### src/rtl/eth_vlg_pkg.sv
// eth_vlg_pkg: shared types for the eth_vlg TX path.
// Latency: n/a (types only).
// Backpressure: n/a.
package eth_vlg_pkg;

  // Arbiter states: wait for a request, one-cycle grant setup, frame
  // pass-through, then the inter-frame gap.
  typedef enum logic [1:0] {
    IDLE  = 2'd0,
    GRANT = 2'd1,
    XFER  = 2'd2,
    GAP   = 2'd3
  } arb_state_t;

endpackage

### src/rtl/eth_vlg_rr_pick.sv
// eth_vlg_rr_pick: rotating-priority encoder; the search starts just above `last`, modulo N.
// Latency: combinational.
// Backpressure: none, pure function of req/last.
// Ports: req  - request vector, one bit per source
//        last - index granted most recently (lowest priority this round)
//        val  - at least one request present
//        idx  - chosen source index (0 when val=0)
module eth_vlg_rr_pick #(
  parameter int N  = 4,
  parameter int IW = $clog2(N)
) (
  input  logic [N-1:0]  req,
  input  logic [IW-1:0] last,
  output logic          val,
  output logic [IW-1:0] idx
);

  int cand;

  always_comb begin
    val  = 1'b0;
    idx  = '0;
    cand = 0;
    // Walk from the farthest candidate to the nearest one so the requester
    // closest after `last` is the final writer. The modulo keeps the
    // rotation exact when N is not a power of two.
    for (int k = N; k >= 1; k--) begin
      cand = (int'(last) + k) % N;
      if (req[IW'(cand)]) begin
        val = 1'b1;
        idx = IW'(cand);
      end
    end
  end

endmodule

### src/rtl/eth_vlg_tx_arb.sv
// eth_vlg_tx_arb: packet-granular round-robin arbiter sharing one MAC TX byte stream.
// Latency: 1 cycle request-to-grant, 1 GRANT cycle, then zero-latency data pass-through.
// Backpressure: out_cts is passed straight to the granted source's req_cts; IFG gap after each frame.
// Ports: clk/rst                    - clock, asynchronous active-low reset
//        req_val/req_dat/req_eof    - per-source byte stream, source i at [i*W +: W]
//        req_cts                    - per-source clear-to-send, one-hot or zero
//        out_val/out_dat/out_eof    - byte stream to the MAC, out_cts is the MAC ready
//        out_abort                  - one-cycle pulse: drop the frame in progress
//        gnt_idx                    - current or most recent grant
//        busy                       - high in GRANT, XFER and GAP
module eth_vlg_tx_arb
  import eth_vlg_pkg::*;
#(
  parameter int N       = 4,
  parameter int W       = 8,
  parameter int IFG     = 12,
  parameter int TIMEOUT = 256
) (
  input  logic                 clk,
  input  logic                 rst,
  input  logic [N-1:0]         req_val,
  input  logic [N*W-1:0]       req_dat,
  input  logic [N-1:0]         req_eof,
  output logic [N-1:0]         req_cts,
  output logic                 out_val,
  output logic [W-1:0]         out_dat,
  output logic                 out_eof,
  input  logic                 out_cts,
  output logic                 out_abort,
  output logic [$clog2(N)-1:0] gnt_idx,
  output logic                 busy
);

  localparam int IW  = $clog2(N);
  localparam int WDW = $clog2(TIMEOUT);
  localparam int IFW = (IFG > 0) ? $clog2(IFG + 1) : 1;
  // With IFG=0 a frame end goes straight back to IDLE, which still
  // guarantees one idle cycle between frames.
  localparam arb_state_t END_STATE = (IFG > 0) ? GAP : IDLE;

  arb_state_t     state_q, state_d;
  logic [IW-1:0]  gnt_q, gnt_d;
  logic [IW-1:0]  last_q, last_d;
  logic [WDW-1:0] wd_q, wd_d;
  logic [IFW-1:0] ifg_q, ifg_d;

  logic           pick_val;
  logic [IW-1:0]  pick_idx;
  logic [W-1:0]   dat_arr [N];
  logic           g_val;
  logic           g_eof;
  logic [W-1:0]   g_dat;
  logic           beat;
  logic           stall;

  eth_vlg_rr_pick #(
    .N  (N),
    .IW (IW)
  ) u_pick (
    .req  (req_val),
    .last (last_q),
    .val  (pick_val),
    .idx  (pick_idx)
  );

  always_comb begin
    for (int i = 0; i < N; i++) begin
      dat_arr[i] = req_dat[i*W +: W];
    end
  end

  assign g_val = req_val[gnt_q];
  assign g_eof = req_eof[gnt_q];
  assign g_dat = dat_arr[gnt_q];
  assign beat  = g_val && out_cts;
  // Only a missing byte counts as a stall; MAC backpressure never arms the watchdog.
  assign stall = !g_val && out_cts;

  always_comb begin
    state_d   = state_q;
    gnt_d     = gnt_q;
    last_d    = last_q;
    wd_d      = wd_q;
    ifg_d     = ifg_q;
    req_cts   = '0;
    out_val   = 1'b0;
    out_dat   = '0;
    out_eof   = 1'b0;
    out_abort = 1'b0;

    unique case (state_q)
      IDLE: begin
        if (pick_val) begin
          gnt_d   = pick_idx;
          state_d = GRANT;
        end
      end

      GRANT: begin
        // The grant holds even if the source has since dropped val.
        req_cts[gnt_q] = out_cts;
        wd_d           = '0;
        state_d        = XFER;
      end

      XFER: begin
        out_val        = g_val;
        out_dat        = g_dat;
        out_eof        = g_eof;
        req_cts[gnt_q] = out_cts;
        // beat and stall are exclusive, so an eof beat landing on the
        // expiry count completes the frame instead of aborting it.
        if (beat) begin
          wd_d = '0;
          if (g_eof) begin
            last_d  = gnt_q;
            ifg_d   = '0;
            state_d = END_STATE;
          end
        end else if (stall) begin
          if (wd_q == WDW'(TIMEOUT - 1)) begin
            out_abort = 1'b1;
            req_cts   = '0;
            last_d    = gnt_q;
            wd_d      = '0;
            ifg_d     = '0;
            state_d   = END_STATE;
          end else begin
            wd_d = wd_q + 1'b1;
          end
        end
      end

      GAP: begin
        if (ifg_q == IFW'(IFG - 1)) begin
          ifg_d   = '0;
          state_d = IDLE;
        end else begin
          ifg_d = ifg_q + 1'b1;
        end
      end

      default: state_d = IDLE;
    endcase
  end

  always_ff @(posedge clk or negedge rst) begin
    if (!rst) begin
      state_q <= IDLE;
      gnt_q   <= IW'(N - 1);
      last_q  <= IW'(N - 1);
      wd_q    <= '0;
      ifg_q   <= '0;
    end else begin
      state_q <= state_d;
      gnt_q   <= gnt_d;
      last_q  <= last_d;
      wd_q    <= wd_d;
      ifg_q   <= ifg_d;
    end
  end

  assign gnt_idx = gnt_q;
  assign busy    = (state_q != IDLE);

endmodule

### config.mk
export PLATFORM = sky130hd
export DESIGN_NAME = eth_vlg_tx_arb
export DESIGN_NICKNAME = d
export VERILOG_FILES = /design/src/rtl/eth_vlg_pkg.sv /design/src/rtl/eth_vlg_rr_pick.sv /design/src/rtl/eth_vlg_tx_arb.sv
export SDC_FILE = /design/constraint.sdc
export NUM_CORES = 1
export LEC_CHECK = 0
export ABC_AREA = 1
export CAP_MARGIN = 0
export CORE_MARGIN = 2
export CORE_UTILIZATION = 38
export CTS_CLUSTER_DIAMETER = 50
export DETAILED_ROUTE_END_ITERATION = 10
export DONT_BUFFER_PORTS = 1
export HOLD_SLACK_MARGIN = 0.15
export PLACE_DENSITY = 0.56
export SLEW_MARGIN = 10
export SYNTH_ARGS = -nofsm -noshare
export SYNTH_HDL_FRONTEND = slang
export SYNTH_SLANG_ARGS = --single-unit
### constraint.sdc
create_clock -name clk -period 3 [get_ports clk]
set_clock_uncertainty 0.05 [all_clocks]
set_input_delay 0.6 -clock clk [delete_from_list [all_inputs] [get_ports clk]]
set_output_delay 0.6 -clock clk [all_outputs]
set_load 0.05 [all_outputs]
==> metrics.txt <==
status complete, no violations; Post-Synth Simple-Gate Area 0.4278; CP max-delay cell o21ai_0; Critical Path, Cell by Cell ha_1 -> nand2_1 -> inv_1 -> nand2_1 -> nor3_1 -> nand3_1 -> o21ai_0 -> nor3_1 -> buf_4; Detailed Route Iter0 Violations 73; share of layout cells above drive strength 1 0.1550; Final period util 0.9113; total clock sinks 18; Synth top area share 0.2162; Worst path top cell family by delay simple AND/OR/NAND/NOR gates; sequential area share after synthesis 0.2811; most common cell after layout, fill and taps aside nand2_1; largest family of logic cells by synthesized area simple AND/OR/NAND/NOR gates; final design utilization 0.4487; Vias/cell 5.162; # setup viols final 0; worst endpoint required time 2.35 ns; dominant cell type by area after synthesis dfrtp_1; IO Pins 61; Post-Route WL 3906 um; Synth cell types 32; largest net degree at the start of global routing 22; Min-Delay Path Class flip-flop to flip-flop; grt ovf 0; post-synthesis mux area share 0; first-pass GRT wire length 6706 um; Synth warnings 0; commonest cells after routing, fill and taps aside nand2_1, nand3_1, inv_1, nor2_1, buf_4; Syn Inst Count 243; DRT Pass-1 Iters 4; TritonCTS clock tree done; DRC viols 0; DR WL/cell 12.68 um; core region area 0.004058 mm2; Initial Util 0.3993; critical path type flip-flop to output pin; die width 69.30 um; fmax 365.8 MHz; Final ANT Viol Nets 0; Area contributors post-synth dfrtp_1, nand2_1, nand3_1; Cell Area, Synth 0.001620 mm2; Die ar. 0.004802 mm2; max_cap viols 0; H-tree levels 1; Worst path max stage delay 0.43 ns; Total GRT Usage 0.1653; Slew Viols, Final 0; Mapped Avg Cell Area 6.668 um2; Yosys reg bits 18; Tmin final 2.734 ns; Compound-Gate Fraction of Synth Area 0.1197; total vias in the final route 1,590; Port Buffers 0; number of global-route vias before repair 1,485; die span in y 69.30 um; clock root cell clkbuf_8; Adder-Cell Fraction of Synth Area 0.04633; worst slew pin tran 0.8506 ns; net count after synthesis 292; crit end category output pin; Layout area overhead 12.36%; n_diodes 0; Clock Path Buffers 2; worst vdd ir 0.3523 mV; clk_lat worst skew 0.26 ns; critical path buffer and inverter count 2; RSZ-0062 raised after global routing no; Num CTS Buffers 3; initial antenna violation count 0; Pwr Density 1053 mW/mm2; Reg clk slew, reported paths 0.07 ns; GPL Wtd Cong 0.7873; Max-slew headroom 0.4311; Arr. time, crit path 2.08 ns; crit start category flip-flop; Hold Violations, Final 0; placed wire-length estimate 3043 um; Post-Place Setup Slack 0.5636 ns; static leakage 0.9022 nW; # rows 23; worst-path fanout max 4; nets 308; final worst slack 0.2661 ns; XOR/XNOR Fraction of Synth Area 0.03784
[worst min-delay path: stages (launching register included)]
cell and delay (ns):
dfstp_2 0.39, nand2_1 0.06, o21ai_0 0.07
[cell families (layout without fill, tap and decap cells)]
| logic type | count (synthesis) | after routing |
|---|---|---|
| buffers and inverters | 31 | 46 |
| adder cells (fa/ha/maj) | 6 | 6 |
| XOR/XNOR | 7 | 7 |
| AND/OR/NAND/NOR | 149 | 149 |
| AO/OA/AOI/OAI | 32 | 32 |
| flip-flops | 18 | 18 |
[per-layer routing]
metal | up-vias | track usage | routed length [um]
met5 | - | 0 | 0
met4 | 0 | 0.04575 | 42
met3 | 5 | 0.03924 | 221
met2 | 37 | 0.2746 | 1795
met1 | 706 | 0.2140 | 1846
li1 | 842 | - | -
[report_power, final]
| part | switching, mW | internal, mW |
|---|---|---|
| Clock | 0.0864 | 0.0945 |
| Combinational | 0.943 | 0.387 |
| Sequential | 0.0782 | 0.328 |
| Total | 1.11 | 0.809 |
[final timing paths]
check | end | cells after the start | slack (ns) | start
min reg2reg | last_q[1]$_DFFE_PN1P_ | 2 | 0.47 | gnt_idx[1]$_DFFE_PN1P_
min | last_q[1]$_DFFE_PN1P_ | 2 | 0.47 | gnt_idx[1]$_DFFE_PN1P_
max in group asynchronous | wd_q[6]$_DFFE_PN0P_ | 1 | 1.53 | rst
max | req_cts[3] | 9 | 0.27 | wd_q[0]$_DFFE_PN0P_
max reg2reg | ifg_q[3]$_DFFE_PN0P_ | 10 | 1.10 | gnt_idx[1]$_DFFE_PN1P_
min in group asynchronous | ifg_q[1]$_DFFE_PN0P_ | 1 | 0.84 | rst
[what timing repair did]
action                                 4_1_cts  5_1_grt
gates resized for setup                      0        0
hold buffers                                 1        0
endpoints found under the hold margin       18        0
buffers inserted                             0        0
[registers in the layout (all words and copies together), names as in the netlist]
register and count:
state_q 2, ifg_q 4, wd_q 8, gnt_idx 2, last_q 2
[cells in the mapped netlist]
| cell | n |
|---|---|
| a21oi_1 | 4 |
| dfrtp_1 | 14 |
| nor2_8 | 1 |
| nand4_4 | 1 |
| o21ai_1 | 1 |
| buf_6 | 2 |
| nand2_4 | 2 |
| nand2_2 | 2 |
| xor2_1 | 4 |
| o21ai_0 | 10 |
| nand3_2 | 1 |
| inv_2 | 3 |
| nand3_1 | 35 |
| or2_0 | 1 |
| o21ai_2 | 1 |
| xnor2_1 | 3 |
| nand2_1 | 74 |
| dfstp_2 | 4 |
| nor3_2 | 1 |
| clkbuf_1 | 2 |
| a31oi_1 | 8 |
| a22oi_1 | 8 |
| nor3_1 | 7 |
| ha_1 | 6 |
| inv_4 | 1 |
| nand4_1 | 3 |
| inv_1 | 19 |
| buf_4 | 1 |
| buf_2 | 2 |
| nor2_1 | 19 |
| nor2_2 | 2 |
| clkbuf_2 | 1 |
[stage by stage]
stage,cells,hold WS [ns],power (mW),area [um2],TNS (ns)
floorplan,243,0.2544,1.495,1620,-0.3364
global placement,303,0.2549,1.730,1765,0
detailed placement,303,0.2548,1.739,1765,0
CTS,308,0.4856,1.932,1821,0
global route,308,0.5050,2.116,1821,0
finish,308,0.4725,1.916,1821,0
[area by class of cell]
cell class	instances	area, um2
repair buffers	19	145.1
fillers	435	2237
multi-input cells	194	1023
flip-flops and latches	18	455.4
well taps	50	62.56
inverters	23	88.84
clock buffers	4	45.04
Note: power is estimated with default switching activity, not from simulation.
